File: config.mk
export PLATFORM = sky130hd
export DESIGN_NAME = sprite_rom_arbiter_flat
export DESIGN_NICKNAME = d
export VERILOG_FILES = /design/src/rtl/sprite_rom_arbiter_if.sv /design/src/rtl/sprite_rom_arbiter.sv /design/src/flat_wrapper.sv
export SDC_FILE = /design/constraint.sdc
export NUM_CORES = 1
export LEC_CHECK = 0
export ABC_AREA = 0
export BUFFER_PORTS_ARGS = -buffer_cell sky130_fd_sc_hd__buf_2
export CAP_MARGIN = 20
export CORE_ASPECT_RATIO = 1.2
export CORE_MARGIN = 1.5
export CORE_UTILIZATION = 47
export DETAILED_ROUTE_END_ITERATION = 6
export PLACE_DENSITY = 0.9
export SYNTH_ARGS = -nofsm -noshare
export SYNTH_HDL_FRONTEND = slang
export SYNTH_SLANG_ARGS = --single-unit
File: constraint.sdc
create_clock -name vga_clk -period 7.2 [get_ports vga_clk]
set_input_delay 0.72 -clock vga_clk [delete_from_list [all_inputs] [get_ports vga_clk]]
set_output_delay 0.72 -clock vga_clk [all_outputs]
set_load 0.02 [all_outputs]
File: src/rtl/sprite_rom_arbiter_if.sv
// sprite_rom_arbiter_if: requester-side and ROM-side bus of the sprite ROM arbiter
interface sprite_rom_arbiter_if #(
  parameter int ADDR_W = 20,
  parameter int DATA_W = 16
);
  logic              arb_en;
  logic [3:0]        req;
  logic [4*ADDR_W-1:0] addr;
  logic [3:0]        gnt;
  logic              rom_rd_en;
  logic [ADDR_W-1:0] rom_addr;
  logic [DATA_W-1:0] rom_data;
  logic [3:0]        rd_valid;
  logic [DATA_W-1:0] rd_data;
  logic              busy;
  modport slave (
    input  arb_en, req, addr, rom_data,
    output gnt, rom_rd_en, rom_addr, rd_valid, rd_data, busy
  );
  modport master (
    output arb_en, req, addr, rom_data,
    input  gnt, rom_rd_en, rom_addr, rd_valid, rd_data, busy
  );
endinterface

File: src/rtl/sprite_rom_arbiter.sv
// sprite_rom_arbiter: 4-way round-robin arbiter for a fixed-latency sprite ROM with in-order tagged returns
module sprite_rom_arbiter #(
  parameter int ADDR_W  = 20,
  parameter int DATA_W  = 16,
  parameter int ROM_LAT = 2
) (
  input logic                  vga_clk,
  input logic                  sys_rst,
  sprite_rom_arbiter_if.slave  bus
);
  logic [1:0]              ptr_q, ptr_d, win;
  logic                    found;
  logic [ROM_LAT:0][2:0]   tag_q, tag_d;
  logic                    rom_rd_en_q, rom_rd_en_d;
  logic [ADDR_W-1:0]       rom_addr_q, rom_addr_d;
  logic [3:0]              rd_valid_q, rd_valid_d;
  logic [DATA_W-1:0]       rd_data_q, rd_data_d;
  logic                    any_tag;
  always_comb begin
    found = 1'b0;
    win = ptr_q;
    for (int i = 0; i < 4; i++)
      if (!found && bus.req[ptr_q + 2'(i)]) begin
        found = 1'b1;
        win = ptr_q + 2'(i);
      end
    found = found && bus.arb_en && !sys_rst;
  end
  // tag stage k travels with the read k+1 cycles after its grant; the last stage meets rom_data
  always_comb begin
    ptr_d = found ? win + 2'd1 : ptr_q;
    rom_rd_en_d = found;
    rom_addr_d = found ? bus.addr[win*ADDR_W +: ADDR_W] : rom_addr_q;
    tag_d = {tag_q[ROM_LAT-1:0], {found, win}};
    rd_valid_d = tag_q[ROM_LAT][2] ? 4'b1 << tag_q[ROM_LAT][1:0] : 4'b0;
    rd_data_d = tag_q[ROM_LAT][2] ? bus.rom_data : rd_data_q;
    any_tag = 1'b0;
    for (int i = 0; i <= ROM_LAT; i++) any_tag = any_tag | tag_q[i][2];
  end
  always_ff @(posedge vga_clk or posedge sys_rst) begin
    if (sys_rst) begin
      ptr_q <= '0;
      tag_q <= '0;
      rom_rd_en_q <= 1'b0;
      rom_addr_q <= '0;
      rd_valid_q <= '0;
      rd_data_q <= '0;
    end else begin
      ptr_q <= ptr_d;
      tag_q <= tag_d;
      rom_rd_en_q <= rom_rd_en_d;
      rom_addr_q <= rom_addr_d;
      rd_valid_q <= rd_valid_d;
      rd_data_q <= rd_data_d;
    end
  end
  assign bus.gnt = found ? 4'b1 << win : 4'b0;
  assign bus.rom_rd_en = rom_rd_en_q;
  assign bus.rom_addr = rom_addr_q;
  assign bus.rd_valid = rd_valid_q;
  assign bus.rd_data = rd_data_q;
  assign bus.busy = any_tag | (|rd_valid_q);
endmodule

File: src/flat_wrapper.sv
// flat-port wrapper written by rule: the top's interface ports become plain ports
module sprite_rom_arbiter_flat 
#(
  parameter int ADDR_W  = 20,
  parameter int DATA_W  = 16,
  parameter int ROM_LAT = 2
)
  (vga_clk, sys_rst, bus_arb_en, bus_req, bus_addr, bus_rom_data, bus_gnt, bus_rom_rd_en, bus_rom_addr, bus_rd_valid, bus_rd_data, bus_busy);
  sprite_rom_arbiter_if #(.ADDR_W(ADDR_W), .DATA_W(DATA_W)) bus_i ();
  input logic vga_clk;
  input logic sys_rst;
  input wire logic [$bits(bus_i.arb_en)-1:0] bus_arb_en;
  input wire logic [$bits(bus_i.req)-1:0] bus_req;
  input wire logic [$bits(bus_i.addr)-1:0] bus_addr;
  input wire logic [$bits(bus_i.rom_data)-1:0] bus_rom_data;
  output wire logic [$bits(bus_i.gnt)-1:0] bus_gnt;
  output wire logic [$bits(bus_i.rom_rd_en)-1:0] bus_rom_rd_en;
  output wire logic [$bits(bus_i.rom_addr)-1:0] bus_rom_addr;
  output wire logic [$bits(bus_i.rd_valid)-1:0] bus_rd_valid;
  output wire logic [$bits(bus_i.rd_data)-1:0] bus_rd_data;
  output wire logic [$bits(bus_i.busy)-1:0] bus_busy;
  assign bus_i.arb_en = bus_arb_en;
  assign bus_i.req = bus_req;
  assign bus_i.addr = bus_addr;
  assign bus_i.rom_data = bus_rom_data;
  assign bus_gnt = bus_i.gnt;
  assign bus_rom_rd_en = bus_i.rom_rd_en;
  assign bus_rom_addr = bus_i.rom_addr;
  assign bus_rd_valid = bus_i.rd_valid;
  assign bus_rd_data = bus_i.rd_data;
  assign bus_busy = bus_i.busy;
  sprite_rom_arbiter #(.ADDR_W(ADDR_W), .DATA_W(DATA_W), .ROM_LAT(ROM_LAT)) u_core (.vga_clk(vga_clk), .sys_rst(sys_rst), .bus(bus_i));
endmodule
### Word level (Yosys, flattened, before mapping)

Cells that the tools add are included.

* output and inout port bits: 46
* word-level logic and storage cells: 50
* flip-flop bits (word level): 52
* bits of input ports: 103

* reduce and logical (&&, ||, !) cells: 10
* add/sub/neg operators: 4
* shift operators: 3
* multiplexer cells: 17
* multiply operators: 1
* $lt $le $gt $ge: 4
* bitwise gates (word level): 3

Operators by type and width (count)
* $shiftx A80 B8 Y20: 1
* $lt A2 B3 Y1 const B: 4
* $bmux W1 S2: 4
* $mux W1: 8
* $mux W4: 2
* $shl A1 B2 Y4 const A: 2
* $mux W2: 3
* $logic_and A1 B1 Y1: 5
* $mul A2 B3 Y5 const B: 1
* $add A2 B1 Y2 const B: 2
* $add A2 B2 Y2 const B: 2
* $logic_not A1 Y1: 4
* $reduce_or A4 Y1: 1
* $or A1 B1 Y1: 3

### Depth between registers and ports, before layout

* depth after elaboration: 15
* mapped depth: 9
* mapped depth without buffers: 6

### Least setup slack after synthesis

OpenSTA, ideal clock, no wires.

* kind: input -> output
* from: input sys_rst
* to: output bus_gnt[0]
* data arrival time: 2.962 ns
* stages: 4
* slack: 3.518 ns
* required time: 6.480 ns
* buffers on the path: 1
* path through: inv_1 nand3_1 clkbuf_1 nor3_1

* longest elaborated chain between the ends: 3

Ends and longest elaborated chain
* start, declared: RTL line flat_wrapper.sv:11 `input logic sys_rst;`
* $logic_not A1 Y1: RTL line sprite_rom_arbiter.sv:27 `found = found && bus.arb_en && !sys_rst;`
* $logic_and A1 B1 Y1: RTL line sprite_rom_arbiter.sv:27
* $mux W4: RTL line sprite_rom_arbiter.sv:57 `assign bus.gnt = found ? 4'b1 << win : 4'b0;`
* end, declared: RTL line flat_wrapper.sv:16 `output wire logic [$bits(bus_i.gnt)-1:0] bus_gnt;`

Every way passes these cells.

### Final worst setup path

* from: input sys_rst
* to: output bus_gnt[1]

The elaborated chain is that of the path after synthesis.

==> flow_summary.toml <==
[floorplan]
num_rows = 30
initial_core_util_pct = 48.5
die_h_um = 86.5
fp.dieW_um = 72.6
die-area_um2 = 6270
core-area_um2 = 5630
ios = 149

[logic_synthesis]
synth_top_family_by_area = "compound AO/OA/AOI/OAI gates"
syn_area_um2 = 2730
synth-simple-area-share_pct = 17.6
yosysWarnings = 0
synthAdderAreaFrac_pct = 0
synth_edf_count = 0
synth.mux.area_fraction_pct = 8.99
ys_types = 51
seq_area_frac_synth_pct = 46.8
synth_nets = 369
synth_xor_area_share_pct = 0
async_flop_share_pct = 100
synth_seq_cells = 51
synth_cells = 266
syn_area_per_cell_um2 = 10.3
synth_ff_type = "dfrtp_1"
synth_compound_area_share_pct = 21.8

[global_route]
grt_usage_pct = 23.6
antenna_found_initial = 0
grt_first_pass_wirelength_um = 11500
use_met2_pct = 41.5
first_global_vias = 2410
globalRouteMet3Util_pct = 4.53
top_usage_layer = "met2"
grt_max_degree = 53
met1_usage_pct = 30.0
grt_overflow = 0

[final_layout]
filler_cell_count = 501
synthToLayoutAreaGrowth_pct = 30.8
final_cell_mix = "buf_2 (148), dfrtp_1 (51), nor2_1 (24), mux2_2 (19), a31oi_1 (14)"
drive_above_1_share_pct = 47.3
register_area_um2 = 1280
mostFrequentLayoutCell = "buf_2"
multi_input_area_um2 = 1330
post-route-util_pct = 63.4
nets = 504
stdcell_area_um2 = 3570
n_antenna_cell = 0

[routing]
wl_per_cell_um = 16.4
viasPerCell = 5.82
drt_iter0_markers = 107
drtAntennaViolNets = 0
routed_wl_um = 7620
num_vias = 2712
drc = 0
firstDrtPassIters = 4

[cts]
clk_pin_slew_worst_paths_ns = 0.10
cts_root_buf = "clkbuf_8"
cts.sinks = 51
cts_tree = "done"
h-tree-depth = 2
cts_resized = 0
cts_buffers = 5
post_cts_buffers = 0
hold_buffers = 0
clock_latency_ns = 0.30
clk_path_buf_depth = 2

[pwr]
power_density_nw_per_um2 = 266
power.leakage_nw = 1.72
peakVddDrop_mv = 0.142

[setup_path]
rr_startpoint = "u_core.ptr_q[0]"
start_kind = "input pin"
crit_path_start = "sys_rst"
r2r_end = "u_core.bus.rom_addr[19]"
critPathMaxStageDelay_ns = 0.87
critPathBufInv = 5
crit_path_cell_trace = "buf_2 -> inv_2 -> buf_4 -> nand3_1 -> clkinv_1 -> and2_1 -> buf_2"
cp_max_fo = 52
r2r_slack_ns = 4.40
arrival_ns = 3.13
endpoint = "bus_gnt[1]"
crit_cells = 7
critical_path_class = "in -> out"
endpoint_kind = "output pin"
cpLargestDelayFamily = "buffers and inverters"
crit_required_ns = 6.48
cp_common_cell = "buf_2"
ff2ff_path_depth = 6
crit_path_top_delay_cell = "clkinv_1"

[sta]
setup_tns_ns = 0
clock_skew_ns = 0.00488
fin_hold_ws_ns = 0.355
rsz0062_at_grt = "false"
setup_violations = 0
min_period_ns = 3.85
fmax_mhz = 260
slew_viol_final = 0
fin_crit_sh_pct = 53.5
relSlewSlack_pct = 40.3
tightest_slew_ns = 0.890
hold_viol = 0

[placement]
port_buffers = 148
detailed_place_hpwl_um = 5730
placed_cell_area_um2 = 3460
globalplace.congestion = 0.790

[run]
cap_violations = 0

[worst_hold_path]
holdCritPathClass = "reg -> reg"

[run_status]
outcome = "finished, final reports clean"
## power breakdown
group	internal [mW]	switching [mW]	total [mW]
logic	0.153	0.234	0.387
registers	0.348	0.0420	0.390
clock network	0.0721	0.0988	0.171
## worst reg2reg max path: cells and delay by family (launching register included)
| kind | cells | cell delay, ns |
|---|---|---|
| AOI/OAI and AO/OA | 1 | 0.16 |
| DFF | 1 | 0.53 |
| muxes | 1 | 0.35 |
| buffers and inverters | 1 | 0.36 |
| and+or+nand+nor | 3 | 1.32 |
## synth_stat cells (all sizes together), types with 2 or more instances
library cell / n / area, um2
a211oi: 3 / 22.5
inv: 3 / 11.3
nand4: 13 / 81.3
clkbuf: 15 / 56.3
nor2: 24 / 90.1
nand3: 12 / 65.1
mux2i: 2 / 20.0
dfrtp: 51 / 1280
a21o: 13 / 97.6
o31ai: 13 / 97.6
and2: 3 / 21.3
a21oi: 5 / 25.0
o21ai: 5 / 32.5
nor2b: 4 / 32.5
and4: 2 / 17.5
buf: 8 / 61.3
a221oi: 4 / 35.0
a31oi: 14 / 87.6
and3b: 2 / 17.5
nor3b: 3 / 22.5
nand2: 7 / 26.3
or4b: 2 / 20.0
nor3: 7 / 35.0
a2111oi: 2 / 17.5
a32oi: 13 / 114
mux2: 20 / 225
## per-layer routing
layer	wire, um	up-vias	part of all wire [%]
li1	-	1296	-
met1	3130	1277	41
met2	3880	127	51
met3	513	12	6.7
met4	99	0	1.3
met5	0	-	0
## registers in the layout (all words and copies together), names as in the netlist
register              count
u_core.tag_q              3
u_core.bus.rom_addr      20
u_core.bus.rom_rd_en      1
u_core.bus.rd_data       16
u_core.bus.rd_valid       4
u_core.tag_d              5
u_core.ptr_q              2
## through the flow
stage	worst slack (ns)	power (mW)	std cells
floorplan	3.52	0.654	266
global route	3.07	1.00	466
global placement	3.40	0.765	457
detailed placement	3.33	0.780	457
CTS	3.32	0.951	465
finish	3.35	0.948	466
## worst min path at each step
stage	start	to	depth (start not counted)
global placement	u_core.tag_d[3]	u_core.tag_d[6]	0
CTS	u_core.tag_d[7]	u_core.tag_q[7]	0
floorplan	u_core.tag_d[3]	u_core.tag_d[6]	0
detailed placement	u_core.tag_d[4]	u_core.tag_d[7]	0
global route	u_core.tag_d[7]	u_core.tag_q[7]	0
finish	u_core.tag_d[4]	u_core.tag_d[7]	0
## final cells by class
type,count,area share [%]
clock inverter,3,0.806
sequential,51,35.8
clock buffer,5,1.93
tap,64,2.24
inverter,4,0.421
timing repair buffer,151,21.5
multi-input combinational,188,37.3
## kinds of logic (layout without fill, tap and decap cells)
logic type,after synthesis,after routing
simple gates,86,86
compound gates,80,80
flops,51,51
buf+inv,27,163
mux,22,22
(Power assumes the default switching activity.)
